[config.mk]
export PLATFORM = sky130hd
export DESIGN_NAME = if_stage
export DESIGN_NICKNAME = d
export VERILOG_FILES = /design/src/rtl/if_pkg.sv /design/src/rtl/if_skid_fifo.sv /design/src/rtl/if_stage.sv
export SDC_FILE = /design/constraint.sdc
export NUM_CORES = 1
export LEC_CHECK = 0
export ABC_AREA = 1
export BUFFER_PORTS_ARGS = -buffer_cell sky130_fd_sc_hd__buf_4
export CAP_MARGIN = 15
export CORE_MARGIN = 2
export CORE_UTILIZATION = 52
export CTS_CLUSTER_SIZE = 20
export DETAILED_ROUTE_END_ITERATION = 8
export PLACE_DENSITY_LB_ADDON = 0.2
export SLEW_MARGIN = 20
export SYNTH_ARGS = -nofsm -noshare
export SYNTH_HDL_FRONTEND = slang
export SYNTH_HIERARCHICAL = 1
export SYNTH_SLANG_ARGS = --single-unit
[constraint.sdc]
create_clock -name clk -period 3.3 [get_ports clk]
set_input_delay 0.165 -clock clk [delete_from_list [all_inputs] [get_ports clk]]
set_output_delay 0.165 -clock clk [all_outputs]
set_load 0.02 [all_outputs]
[src/rtl/if_pkg.sv]
// if_pkg: shared definitions for the instruction-fetch stage.
//   NOP_INSTR        - canonical NOP returned with a misaligned-redirect trap
//   FIFO_DEPTH       - number of {pc, instr} entries buffered ahead of decode
//   DEFAULT_RESET_PC - default first fetch address after reset
//   fetch_state_e    - RUN / TRAP / HALT fetch control states
//   fetch_entry_t    - one buffered fetch result
package if_pkg;

  localparam logic [31:0] NOP_INSTR        = 32'h0000_0013;
  localparam int unsigned FIFO_DEPTH       = 2;
  localparam logic [31:0] DEFAULT_RESET_PC = 32'h0000_0000;

  typedef enum logic [1:0] {
    ST_RUN  = 2'd0,
    ST_TRAP = 2'd1,
    ST_HALT = 2'd2
  } fetch_state_e;

  typedef struct packed {
    logic [31:0] pc;
    logic [31:0] instr;
  } fetch_entry_t;

endpackage

[src/rtl/if_skid_fifo.sv]
// if_skid_fifo: 2-entry {pc, instr} buffer between instruction memory and decode.
// Entry 0 is always the head, so the head payload comes straight from a flop.
// Ports:
//   clk, rst   - clock, asynchronous active-high reset
//   push       - write push_data this cycle (accepted when not full, or full with pop)
//   pop        - drop the head this cycle (ignored when empty)
//   flush      - discard all entries; wins over push and pop
//   push_data  - entry to write
//   full/empty - occupancy flags
//   head       - oldest entry (zero after reset)
module if_skid_fifo
  import if_pkg::*;
(
  input  logic         clk,
  input  logic         rst,
  input  logic         push,
  input  logic         pop,
  input  logic         flush,
  input  fetch_entry_t push_data,
  output logic         full,
  output logic         empty,
  output fetch_entry_t head
);

  fetch_entry_t e0_q, e0_d, e1_q, e1_d;
  logic [1:0]   cnt_q, cnt_d;
  logic         pop_s, push_s;

  assign full  = (cnt_q == 2'(FIFO_DEPTH));
  assign empty = (cnt_q == 2'd0);
  assign head  = e0_q;

  // Next-state for the entry registers and the occupancy count.
  always_comb begin
    e0_d   = e0_q;
    e1_d   = e1_q;
    cnt_d  = cnt_q;
    pop_s  = pop & ~empty;
    push_s = push & (~full | pop_s);
    if (flush) begin
      cnt_d = 2'd0;
    end else begin
      case ({push_s, pop_s})
        2'b10: begin
          if (cnt_q == 2'd0) begin
            e0_d = push_data;
          end else begin
            e1_d = push_data;
          end
          cnt_d = cnt_q + 2'd1;
        end
        2'b01: begin
          e0_d  = e1_q;
          cnt_d = cnt_q - 2'd1;
        end
        2'b11: begin
          // Simultaneous push/pop: occupancy unchanged, new entry lands behind the survivor.
          if (cnt_q == 2'd1) begin
            e0_d = push_data;
          end else begin
            e0_d = e1_q;
            e1_d = push_data;
          end
        end
        default: begin
          cnt_d = cnt_q;
        end
      endcase
    end
  end

  // Entry and count registers.
  always_ff @(posedge clk or posedge rst) begin
    if (rst) begin
      e0_q  <= '0;
      e1_q  <= '0;
      cnt_q <= 2'd0;
    end else begin
      e0_q  <= e0_d;
      e1_q  <= e1_d;
      cnt_q <= cnt_d;
    end
  end

endmodule

[src/rtl/if_stage.sv]
// if_stage: instruction fetch with a 2-deep credit window and redirect flush.
// Optional feature macro: IF_MISALIGN_TRAP_EN (trap on misaligned redirect
// targets; when undefined, redirect_pc[1:0] is ignored and out_misalign is 0).
// Ports:
//   clk, rst        - clock, asynchronous active-high reset
//   imem_rd_addr    - fetch byte address (redirect target overrides pc_q)
//   imem_rd_data    - instruction word, one cycle after its address
//   redirect_valid  - branch/jump/trap redirect request
//   redirect_pc     - redirect target
//   out_valid/ready - decode handshake
//   out_pc/instr    - delivered instruction and its address
//   out_misalign    - misaligned-redirect exception flag
module if_stage
  import if_pkg::*;
#(
  parameter logic [31:0] RESET_PC = DEFAULT_RESET_PC
) (
  input  logic        clk,
  input  logic        rst,
  output logic [31:0] imem_rd_addr,
  input  logic [31:0] imem_rd_data,
  input  logic        redirect_valid,
  input  logic [31:0] redirect_pc,
  output logic        out_valid,
  input  logic        out_ready,
  output logic [31:0] out_pc,
  output logic [31:0] out_instr,
  output logic        out_misalign
);

  logic [31:0]  pc_q, pc_d, rsp_pc_q, rsp_pc_d, trap_pc_q, trap_pc_d;
  logic         in_flight_q, in_flight_d;
  fetch_state_e state_q, state_d;
  logic [31:0]  redir_pc_s;
  logic         redir_misalign_s;
  logic         push_s, pop_s, flush_s, issue_s, credit_s;
  logic         fifo_full_s, fifo_empty_s;
  logic [2:0]   fifo_count_s, occupancy_s;
  fetch_entry_t head_s, push_data_s;

`ifdef IF_MISALIGN_TRAP_EN
  assign redir_pc_s       = redirect_pc;
  assign redir_misalign_s = (redirect_pc[1:0] != 2'b00);
`else
  assign redir_pc_s       = {redirect_pc[31:2], 2'b00};
  assign redir_misalign_s = 1'b0;
`endif

  assign imem_rd_addr = redirect_valid ? redir_pc_s : pc_q;
  assign push_data_s  = '{pc: rsp_pc_q, instr: imem_rd_data};
  assign fifo_count_s = fifo_full_s ? 3'd2 : (fifo_empty_s ? 3'd0 : 3'd1);

  if_skid_fifo u_fifo (
    .clk       (clk),
    .rst       (rst),
    .push      (push_s),
    .pop       (pop_s),
    .flush     (flush_s),
    .push_data (push_data_s),
    .full      (fifo_full_s),
    .empty     (fifo_empty_s),
    .head      (head_s)
  );

  // Fetch control: redirect handling, credit-based issue, FSM next state and outputs.
  always_comb begin
    state_d      = state_q;
    pc_d         = pc_q;
    trap_pc_d    = trap_pc_q;
    issue_s      = 1'b0;
    flush_s      = 1'b0;
    push_s       = 1'b0;
    pop_s        = 1'b0;
    occupancy_s  = 3'd0;
    credit_s     = 1'b0;
    out_valid    = 1'b0;
    out_misalign = 1'b0;
    out_pc       = head_s.pc;
    out_instr    = head_s.instr;
    if (redirect_valid) begin
      // Redirect beats any pop or response write; in-flight data is dropped by not pushing it.
      flush_s = 1'b1;
      if (redir_misalign_s) begin
        state_d   = ST_TRAP;
        trap_pc_d = redirect_pc;
      end else begin
        state_d = ST_RUN;
        issue_s = 1'b1;
        pc_d    = redir_pc_s + 32'd4;
      end
    end else begin
      case (state_q)
        ST_RUN: begin
          out_valid   = ~fifo_empty_s;
          pop_s       = ~fifo_empty_s & out_ready;
          push_s      = in_flight_q;
          // Never let buffered plus outstanding fetches exceed the FIFO depth.
          occupancy_s = {2'b00, in_flight_q} + fifo_count_s - {2'b00, pop_s};
          credit_s    = (occupancy_s < 3'(FIFO_DEPTH));
          if (credit_s) begin
            issue_s = 1'b1;
            pc_d    = pc_q + 32'd4;
          end else begin
            issue_s = 1'b0;
          end
        end
        ST_TRAP: begin
          out_valid    = 1'b1;
          out_misalign = 1'b1;
          out_pc       = trap_pc_q;
          out_instr    = NOP_INSTR;
          if (out_ready) begin
            state_d = ST_HALT;
          end else begin
            state_d = ST_TRAP;
          end
        end
        ST_HALT: begin
          state_d = ST_HALT;
        end
        default: begin
          state_d = ST_RUN;
        end
      endcase
    end
    in_flight_d = issue_s;
    if (issue_s) begin
      rsp_pc_d = imem_rd_addr;
    end else begin
      rsp_pc_d = rsp_pc_q;
    end
  end

  // Fetch state registers.
  always_ff @(posedge clk or posedge rst) begin
    if (rst) begin
      pc_q        <= RESET_PC;
      rsp_pc_q    <= 32'd0;
      trap_pc_q   <= 32'd0;
      in_flight_q <= 1'b0;
      state_q     <= ST_RUN;
    end else begin
      pc_q        <= pc_d;
      rsp_pc_q    <= rsp_pc_d;
      trap_pc_q   <= trap_pc_d;
      in_flight_q <= in_flight_d;
      state_q     <= state_d;
    end
  end

endmodule

==> qor.txt <==
status - completed
H-tree levels - 4
DR WL met2 - 13000 um
DRC - 0
Leak Pwr - 0.00695 uW
initial antenna violation count - 0
slowest CP cell - fa_1
CP Class - reg2reg
Setup TNS Final - 0 ns
Die X-Extent - 145 um
most frequent cells in the layout - 770 x nand2_1, 193 x dfrtp_1, 184 x buf_4, 114 x nor2_1, 103 x inv_1
worst slew pin tran - 0.974 ns
post-synthesis compound-gate area fraction - 2.70%
Post-Syn Area per Cell - 7.01 um^2
DRT antenna net count - 0
sequential element share of the synthesized area - 46.4%
# rows - 51
largest family of logic cells by synthesized area - simple AND/OR/NAND/NOR gates
Metal-1 WL - 12000 um
MaxCap Viol Count - 0
Area after DPL - 11800 um^2
Netlist cell types - 35
first-pass GRT wire length - 45000 um
multi-input logic area - 4730 um^2
XOR/XNOR share of the synthesized area - 0.0841%
setup slack, reg-to-reg - 0.31 ns
dpl ws - 0.198 ns
fin cells - 1908
worst-path fanout max - 21
FF+latch area - 4830 um^2
input/output buffers - 161
die height - 145 um
Crit path largest cell delay - 0.44 ns
Synth Area in Adders - 1.15%
Synth-to-Final Area Change - 21.3%
TritonCTS clock tree - built
setup violators final - 0
mux cell area share after synthesis - 0%
final wirelength - 26700 um
Initial Util - 53.3%
Yosys Warn Count - 6
fin crit period - 2.99 ns
met3 WL - 1430 um
CTS Buf Count - 17
Detail Placement HPWL - 17600 um
f_max - 0.335 GHz
largest net degree at the start of global routing - 76
Worst Setup End Kind - flip-flop
Cell Pwr Density - 885 nW/um^2
critical path's top delay family - simple AND/OR/NAND/NOR gates
synthesis-stage register bit count - 193
CP Launch Type - flip-flop
Max clock buf depth - 2
synth top area cells - dfrtp_1 46%, nand2_1 28%, nand4_1 4.4%
Final GP Congestion - 0.904
clock latency on the worst-skew pair - 0.42 ns
final period utilization - 90.6%
Die Footprint - 21200 um^2
Top Layer Used - met4
fill count - 1763
Max IR drop VDD - 0.412 mV
Hold Path Origin - imem_rd_data[4]
Avg Vias per Cell - 5.05
I/O pins - 166
initial DRC count - 598
Clock Skews - 0.0106 ns
via count - 9640
simple-gate area share of the yosys netlist - 41.2%
Synth top area share - 46.4%
Post-Syn Area - 10400 um^2
CTS clk-pin slew, worst paths - 0.07 ns
Post-Syn Instances - 1484
Final Max Tran Viols - 0
worst path cell trace - inv_1 > ha_1 > or2_2 > ha_1 > or2_2 > fa_1 > nand4_1 > nand2_2 > inv_4 > buf_4 > nor2_1 > nand2_1 > o211ai_1
Hold Path Class - in2reg
Slew headroom - 35.1%
worst endpoint data arrival time - 3.29 ns
final non-filler cell area - 12600 um^2
Initial DRT Pass Iterations - 5
global-route usage over all layers - 25.5%
Bufs and invs on worst path - 3
CP required - 3.60 ns
Routed WL per cell - 14.0 um
Final Hold Fails - 0
commonest non-fill, non-tap cell in the layout - nand2_1
Layout Nets - 1707
placed cell count - 1863
CTS sink cnt - 193
setup slack after layout - 0.312 ns
grt total ovfl - 0
Core Footprint - 19500 um^2
fin util - 64.7%
vias in the first global route - 9117
RSZ-0062 raised after global routing - false
cell taking the most area after synthesis - dfrtp_1
Root Driver - clkbuf_16
ANT cells - 0
r2r startpoint - u_fifo/cnt_q[0]$_DFFE_PP0P_
Crit. Startpoint - u_fifo/cnt_q[0]$_DFFE_PP0P_
ratio of cells with drive above 1 in the final layout - 17.0%
[power breakdown]
part           internal, uW  total [uW]  switching [uW]  leakage (uW)
Combinational          1770        4610            2840       0.00421
Sequential             3500        4190             691       0.00241
Clock                  1440        2380             935      0.000328
[cell type report]
class	instances	area share (%)
inverter	115	3.53
tap	265	2.63
clock inverter	14	1.99
sequential	193	38.2
clock buffer	18	3.40
timing repair buffer	202	12.8
multi-input combinational	1101	37.5
[synthesized netlist by cell type]
cell type / instances
nor2_1: 114
o211ai_1: 8
o21ai_0: 19
ha_1: 8
o21ai_2: 4
nand3_2: 4
o21a_1: 2
inv_8: 1
nor3_1: 2
buf_1: 6
buf_6: 3
nand3_1: 40
clkbuf_1: 16
dfrtp_1: 193
a21oi_1: 3
a31oi_1: 3
buf_8: 1
buf_2: 41
inv_2: 7
nand2_2: 16
xor2_1: 1
nand2_1: 772
o32ai_1: 1
fa_1: 1
or2_2: 7
nor2_2: 6
inv_1: 106
nor2_4: 7
o21ai_4: 1
conb_1: 1
o22ai_1: 2
clkinv_1: 1
nand4_1: 73
buf_4: 13
o21ai_1: 1
[worst min-delay path, delay by kind of cell]
kind	cells	cell delay [ns]
simple gates	2	0.15
buf+inv	1	0.09
[layer usage]
| layer | GRT usage (%) | up-vias |
|---|---|---|
| li1 | - | 4869 |
| met1 | 35.1 | 4469 |
| met2 | 43.0 | 284 |
| met3 | 3.73 | 18 |
| met4 | 6.23 | 0 |
| met5 | 0 | - |
[through the flow]
step	hold WS [ns]	power [uW]
2_1_floorplan	0.278	7160
3_3_place_gp	0.0914	8650
3_5_place_dp	0.0947	8790
4_1_cts	0.000883	11200
5_1_grt	0.00425	12000
6_report	0.00611	11200
[worst paths after layout]
| path | endpoint | depth (start not counted) |
|---|---|---|
| max in group asynchronous | u_fifo/head[51]$_DFFE_PP0P_ | 4 |
| min in group asynchronous | u_fifo/cnt_q[0]$_DFFE_PP0P_ | 3 |
| max reg2reg | pc_q[16]$_DFFE_PP0P_ | 13 |
| max | pc_q[16]$_DFFE_PP0P_ | 13 |
| min | u_fifo/e1_q[4]$_DFFE_PP0P_ | 3 |
| min reg2reg | u_fifo/e1_q[56]$_DFFE_PP0P_ | 2 |
[kinds of logic after synthesis]
group,after synthesis
AND/OR/NAND/NOR,1041
buffers and inverters,195
flip-flops,193
AO/OA/AOI/OAI,44
adder cells (fa/ha/maj),9
XOR/XNOR,1
other,1
[state kept, by name, summed over array words and instances, names as in the netlist]
| signal | cells |
|---|---|
| u_fifo/head | 64 |
| u_fifo/e1_q | 64 |
| rsp_pc_q | 30 |
| pc_q | 30 |
| in_flight_q | 1 |
| state_q | 2 |
| u_fifo/cnt_q | 2 |
[timing repair]
item | 4_1_cts | 5_1_grt
gates resized for setup | 0 | 2
endpoints found under the hold margin | 46 | 1
endpoints found under the setup margin | 0 | 1
buffers inserted | 0 | 0
hold buffers | 12 | 1
Note: power is estimated with default switching activity, not from simulation.
